$ cat config.mk
export PLATFORM = sky130hd
export DESIGN_NAME = uart_tx_sched
export DESIGN_NICKNAME = d
export VERILOG_FILES = /design/src/rtl/uart_tx_sched.sv
export SDC_FILE = /design/constraint.sdc
export NUM_CORES = 1
export LEC_CHECK = 0
export BUFFER_PORTS_ARGS = -buffer_cell sky130_fd_sc_hd__buf_2
export CORE_MARGIN = 10
export CORE_UTILIZATION = 50
export CTS_CLUSTER_DIAMETER = 200
export CTS_CLUSTER_SIZE = 40
export DETAILED_ROUTE_END_ITERATION = 16
export PLACE_DENSITY = 0.7
export SETUP_SLACK_MARGIN = 0.3
export SYNTH_ARGS = -nofsm -noshare
export SYNTH_HDL_FRONTEND = slang
export SYNTH_SLANG_ARGS = --single-unit
$ cat constraint.sdc
create_clock -name clk -period 3.7 [get_ports clk]
set_input_delay 0.555 -clock clk [delete_from_list [all_inputs] [get_ports clk]]
set_output_delay 0.555 -clock clk [all_outputs]
set_load 0.05 [all_outputs]
$ cat src/rtl/uart_tx_sched.sv
// rtl/uart_tx_sched.sv - round-robin byte scheduler feeding one tx_uart through a TX FIFO
module uart_tx_sched #(
    parameter int N_REQ = 2,
    parameter int DEPTH = 16
) (
    input  logic                         clk,
    input  logic                         reset,
    input  logic [N_REQ-1:0]             req_valid,
    input  logic [8*N_REQ-1:0]           req_data,
    output logic [N_REQ-1:0]             req_ready,
    input  logic                         flush,
    output logic                         uart_valid,
    output logic [7:0]                   uart_data,
    input  logic                         uart_ready,
    input  logic                         uart_busy,
    output logic [$clog2(DEPTH):0]       fifo_level,
    output logic                         fifo_empty,
    output logic                         fifo_full,
    output logic                         tx_idle
);

    localparam int AW = $clog2(DEPTH);
    localparam int PW = (N_REQ > 1) ? $clog2(N_REQ) : 1;

    localparam logic [1:0] ST_IDLE = 2'd0;
    localparam logic [1:0] ST_SEND = 2'd1;
    localparam logic [1:0] ST_GAP  = 2'd2;

    logic [1:0]    state;
    logic [PW-1:0] rr_ptr;
    logic [AW-1:0] wr_ptr;
    logic [AW-1:0] rd_ptr;
    logic [AW:0]   level;
    logic [7:0]    mem [DEPTH];

    logic [N_REQ-1:0] grant;
    logic [PW-1:0]    grant_idx;
    logic [PW-1:0]    scan_idx;
    logic [7:0]       push_data;
    logic             found;
    logic             push;
    logic             pop;

    assign fifo_level = level;
    assign fifo_empty = (level == '0);
    assign fifo_full  = (level == (AW+1)'(DEPTH));
    assign tx_idle    = (state == ST_IDLE) && fifo_empty && !uart_busy;
    assign req_ready  = grant;

    // Scan starts one past the last winner so every requester gets a turn.
    always_comb begin
        grant     = '0;
        grant_idx = rr_ptr;
        scan_idx  = '0;
        push_data = '0;
        found     = 1'b0;
        if (!reset && !fifo_full && !flush) begin
            for (int k = 1; k <= N_REQ; k++) begin
                scan_idx = PW'((int'(rr_ptr) + k) % N_REQ);
                if (!found && req_valid[scan_idx]) begin
                    found           = 1'b1;
                    grant[scan_idx] = 1'b1;
                    grant_idx       = scan_idx;
                    push_data       = req_data[8*int'(scan_idx) +: 8];
                end
            end
        end
    end

    assign push = found;
    assign pop  = (state == ST_IDLE) && !fifo_empty && !flush;

    always_ff @(posedge clk) begin
        if (push) begin
            mem[wr_ptr] <= push_data;
        end
    end

    always_ff @(posedge clk or posedge reset) begin
        if (reset) begin
            rr_ptr <= PW'(N_REQ - 1);
        end else if (push) begin
            rr_ptr <= grant_idx;
        end
    end

    always_ff @(posedge clk or posedge reset) begin
        if (reset) begin
            wr_ptr <= '0;
            rd_ptr <= '0;
            level  <= '0;
        end else if (flush) begin
            wr_ptr <= '0;
            rd_ptr <= '0;
            level  <= '0;
        end else begin
            if (push) begin
                wr_ptr <= wr_ptr + AW'(1);
            end
            if (pop) begin
                rd_ptr <= rd_ptr + AW'(1);
            end
            case ({push, pop})
                2'b10:   level <= level + (AW+1)'(1);
                2'b01:   level <= level - (AW+1)'(1);
                default: level <= level;
            endcase
        end
    end

    // GAP gives tx_uart the one cycle after done in which it ignores valid.
    always_ff @(posedge clk or posedge reset) begin
        if (reset) begin
            state      <= ST_IDLE;
            uart_valid <= 1'b0;
            uart_data  <= '0;
        end else begin
            case (state)
                ST_IDLE: begin
                    if (pop) begin
                        uart_data  <= mem[rd_ptr];
                        uart_valid <= 1'b1;
                        state      <= ST_SEND;
                    end
                end
                ST_SEND: begin
                    if (uart_ready) begin
                        uart_valid <= 1'b0;
                        state      <= ST_GAP;
                    end
                end
                ST_GAP: begin
                    uart_valid <= 1'b0;
                    state      <= ST_IDLE;
                end
                default: begin
                    uart_valid <= 1'b0;
                    state      <= ST_IDLE;
                end
            endcase
        end
    end

endmodule

# After elaboration in Yosys (flattened, before gate mapping)
# Memory sizes are Yosys's and may differ from the RTL's. A register that Yosys moved wholly into a read port is not among the register bits.
# Index checks and enable logic that the tools add are counted.
[totals] in_bits=23 register_bits=17 memories=1 ram_bits=128
[mem_list] memory="mem" words=16 word_bits=8 read_ports=1 rd_ports_with_merged_regs=1 write_ports=1 line_no="34" rtl="logic [7:0] mem [DEPTH];"
[op_classes] addsub=6 order_cmp=4 bitwise=1 eq_ne=6 mux=35 shift=2 reduce_logical=24
[ops] operator="variable part select 16 x 5 -> 8 bit" n=2
[ops] operator="2-to-1 mux 8 bit" n=3
[ops] operator="2-to-1 mux 1 bit" n=16
[ops] operator="2-to-1 mux 4 bit" n=4
[ops] operator="2-to-1 mux 2 bit" n=6
[ops] operator="case mux 5 bit (2 select lines)" n=1
[ops] operator="logical AND 1 bit" n=9
[ops] operator="adder 4 x 1 -> 4 bit, second input constant" n=2
[ops] operator="logical NOT 1 bit" n=6
[ops] operator="nonzero test 2 bit" n=3
[ops] operator="adder 5 x 1 -> 5 bit, second input constant" n=1
[ops] operator="== test 5 bit, second input constant" n=1
[ops] operator="logical NOT 5 bit" n=1
[ops] operator="2-to-1 mux 5 bit" n=1
[ops] operator="subtractor 5 x 1 -> 5 bit, second input constant" n=1
[ops] operator="== test 2 x 1 -> 1 bit, second input constant" n=2
[ops] operator="less-than comparator 1 x 2 -> 1 bit, second input constant" n=2
[ops] operator="inequality test 2 bit, second input constant" n=2
[ops] operator="case mux 2 bit (2 select lines)" n=1
[ops] operator="AND reduction 2 bit" n=2
[ops] operator="AND reduction 3 bit" n=1
[ops] operator="nonzero test 3 bit" n=1
[ops] operator="adder 1 bit, second input constant" n=2
[ops] operator="demux 1 bit (select 1 bit)" n=2
[ops] operator="5 further kinds" n=6

# Logic depth before layout (Yosys ltp)
[depth] word_depth=12 depth_mapped=10

# Least setup slack after synthesis
# OpenSTA, ideal clock, no wires.
[synth_path] path_kind="register to output" startpoint="register level[1] (netlist: fifo_level[1])" endpoint="output port tx_idle" path_slack_ps=363 stages_incl_launch_ff=3 path_buffers=0 required_time_ps=3145 arrival_ps=2782 cell_sequence="dfrtp_1 -> or4_1 -> nor4_1"
[synth_via] elab_chain_cells=3
[synth_lines] element="start: declaration" line_no="33" rtl="logic [AW:0] level;"
[synth_lines] element="start signal: assignment" line_no="104" rtl="2'b10: level <= level + (AW+1)'(1);"
[synth_lines] element="start signal: assignment" line_no="105" rtl="2'b01: level <= level - (AW+1)'(1);"
[synth_lines] element="start signal: assignment" line_no="106" rtl="default: level <= level;"
[synth_lines] element="logical NOT 5 bit" line_no="45" rtl="assign fifo_empty = (level == '0);"
[synth_lines] element="logical AND 1 bit (2 in a row)" line_no="47" rtl="assign tx_idle = (state == ST_IDLE) && fifo_empty && !uart_busy;"
[synth_lines] element="end: declaration" line_no="19" rtl="output logic tx_idle"
# Every way passes these cells.

# Worst setup path after layout
[layout_path] startpoint="register level[1] (netlist: fifo_level[1])" endpoint="register level[2] (netlist: fifo_level[2])"
[layout_via] elab_chain_cells=8
[layout_lines] element="== test 5 bit" line_no="46" rtl="assign fifo_full = (level == (AW+1)'(DEPTH));"
[layout_lines] element="logical NOT 1 bit" line_no="57" rtl="if (!reset && !fifo_full && !flush) begin"
[layout_lines] element="logical AND 1 bit (2 in a row)" line_no="57"
[layout_lines] element="2-to-1 mux 1 bit" line_no="57"
[layout_lines] element="== test 2 x 1 -> 1 bit / == test 2 bit (equally long branches)" line_no="103" rtl="case ({push, pop})"
[layout_lines] element="case mux 5 bit (2 select lines)" line_no="103"
[layout_lines] element="2-to-1 mux 5 bit" line_no="92" rtl="end else if (flush) begin"
# Parallel ways exist; a longest one is shown, timed or not.
# A chain may end at the register's enable or synchronous reset.

==> flow_metrics.tcl <==
set metrics [dict create \
    clock_latency_ns 0.41 \
    totalWireLength_microns 12900 \
    ff_latch_area_sq_um 4470 \
    synth-edff-count 128 \
    fillers 966 \
    root_buffer "clkbuf_16" \
    final_max_slew_viol_count 0 \
    mostFrequentLayoutCells "edfxtp_1 (128), buf_2 (41), mux4_2 (40), dfrtp_1 (23), nor2_1 (21)" \
    netlist_instances 360 \
    numCtsBuffers 17 \
    yosysSeqAreaShare_pct 68.9 \
    clock_path_buffers 2 \
    diodes 0 \
    synth.cell_area_sq_um 6490 \
    r2r-end "fifo_level[2]$_DFFE_PP0P_" \
    synth_ff_type "edfxtp_1" \
    path_class "flip-flop to flip-flop" \
    multi_input_area_sq_um 1880 \
    start_util_pct 51.2 \
    hold_path.class "input port to flip-flop" \
    dp_hpwl_microns 8700 \
    die_area_sq_um 17900 \
    io_pins 42 \
    async_flop_share_pct 16.3 \
    cts_sinks 153 \
    grt_pass1_vias 3695 \
    grt_first_pass_wirelength_microns 20900 \
    finish.utilization_pct 59.4 \
    drc 0 \
    hold-path-cell-count 2 \
    cts_resized 0 \
    rows 41 \
    post-cts-setup-buffer-count 0 \
    r2r_slack_ns 0.95 \
    drive_gt1_share_pct 34.3 \
    fin_setup_tns_ns 0 \
    period_minus_slack_ns 2.75 \
    die_w_microns 134 \
    ant_nets 0 \
    cp_max_fo 8 \
    grt_overflow_total 0 \
    grt_usage_pct 15.3 \
    vdd_drop_max_v 0.000371 \
    port-buffer-count 41 \
    drv_cap 0 \
    rsz0062_at_grt "no" \
    cp.arrival_ns 3.10 \
    leakage_nw 2.61 \
    clk_transition_reported_paths_ns 0.07 \
    yosysTopAreaCellShare_pct 59.2 \
    yosys_register_bits 153 \
    slew_headroom_pct 26.5 \
    dr.first_iter.drc_count 356 \
    first_pass_iters 5 \
    stdcell_area_sq_um 7530 \
    tightestPinTransition_ns 1.10 \
    setup_violations 0 \
    syn-num-nets 390 \
    hold_viol_final 0 \
    grt_antenna_before_repair 0 \
    synth_cell_type_count 47 \
    timing.final.crit_share_pct 74.3 \
    startpoint_type "flip-flop" \
    vias_per_cell 5.86 \
    timing.hold.ws_ns 0.361 \
    dpl_cell_area_sq_um 6950 \
    holdBufCountCts 0 \
    die_h_microns 134 \
    routedWlPerCell_microns 21.5 \
    hold_end "state[0]$_DFFE_PP0P_" \
    endpoint_kind "flip-flop" \
    synth_top_cell_by_area "edfxtp_1" \
    synth_area_leaders "edfxtp_1 (59%), mux4_2 (14%), dfrtp_1 (9.3%)" \
    power_mw 5.73 \
    num_vias 3521 \
    cts_tree "done" \
    worst_clock_skew_ns 0.00692 \
    fin_nets 446 \
    final_common_cell "edfxtp_1" \
    cellPowerDensity_nw_per_um2 762 \
    cts_max_level 4 \
    core_area_sq_um 12700 \
    avgSynthCellArea_sq_um 18.0 \
    yosysWarningCount 0 \
    required_ns 4.05 \
    area_delta_synth_final_pct 16.0 \
    gp_congestion 0.788 \
    fmax_mhz 364 \
    reg2reg_from "fifo_level[1]$_DFFE_PP0P_" \
    run_status "complete, no violations" \
    hold_start "uart_ready" \
    grt_max_degree 26 \
    reg2regPathDepth 8 \
]
## registers in the layout, indices dropped and copies added (netlist names)
name,flops
fifo_level,5
rd_ptr,4
wr_ptr,4
state,2
rr_ptr,1
mem,128
uart_valid,1
uart_data,8
## critical path, stage by stage (launching register included)
cell	delay (ns)
dfrtp_1	0.48
or4_1	0.62
o21ai_1	0.20
nor2_1	0.10
xor2_1	0.16
ha_1	0.23
or4_1	0.55
a21o_1	0.22
a21oi_2	0.13
## Yosys cell counts (all sizes together), types with 3 or more instances
cell type / number
buf: 10
a22oi: 8
nand2: 6
o21ai: 4
mux2: 8
a31oi: 3
edfxtp: 128
mux4: 40
xor2: 5
nor4: 9
clkbuf: 9
inv: 10
a21oi: 16
xnor2: 4
ha: 7
and2: 9
nor2: 21
a221oi: 9
dfrtp: 24
## logic make-up after synthesis
kind of cell,count (synthesis),share of synthesized area (%)
compound gates,49,5.59
xor+xnor,9,1.21
fa+ha+maj,7,1.35
buf+inv,29,2.12
flops,153,68.9
mux,49,15.4
simple gates,64,5.45
## per-stage QoR
| stage | cells | worst slack [ns] |
|---|---|---|
| 2_1_floorplan | 360 | 0.363 |
| 3_3_place_gp | 569 | 1.00 |
| 3_5_place_dp | 569 | 0.830 |
| 4_1_cts | 601 | 0.889 |
| 5_1_grt | 601 | 0.776 |
| 6_report | 601 | 0.949 |
## layout make-up
| class | count | area share [%] |
|---|---|---|
| Tap cell | 172 | 2.86 |
| Clock inverter | 15 | 2.03 |
| Clock buffer | 17 | 5.65 |
| Sequential cell | 153 | 59.4 |
| Timing Repair Buffer | 56 | 4.55 |
| Multi-Input combinational cell | 178 | 25.0 |
| Inverter | 10 | 0.499 |
## routing by layer
metal  wire length [microns]  track usage [%]  part of all wire [%]
met1                    5910             20.8                    46
met2                    6190             23.7                    48
met3                     695             4.71                   5.4
met4                     103             3.75                  0.80
met5                       0                0                     0
## report_power, final
part | total (mW) | leakage [nW] | switching (mW) | internal, mW
Sequential | 2.38 | 1.49 | 0.186 | 2.19
Clock | 1.65 | 0.284 | 0.752 | 0.903
Combinational | 1.70 | 0.836 | 1.03 | 0.674
Total | 5.73 | 2.61 | 1.97 | 3.77
## worst max-delay path by stage
stage / start / to / slack, ns
after global placement: flush / mem[8][2]$_DFFE_PP_ / 1.00
after CTS: fifo_level[2]$_DFFE_PP0P_ / mem[11][3]$_DFFE_PP_ / 0.89
after floorplan: fifo_level[1]$_DFFE_PP0P_ / tx_idle / 0.36
final: fifo_level[1]$_DFFE_PP0P_ / fifo_level[2]$_DFFE_PP0P_ / 0.95
after global routing: fifo_level[2]$_DFFE_PP0P_ / mem[11][7]$_DFFE_PP_ / 0.78
after detailed placement: flush / mem[11][3]$_DFFE_PP_ / 0.83
(Power assumes the default switching activity.)
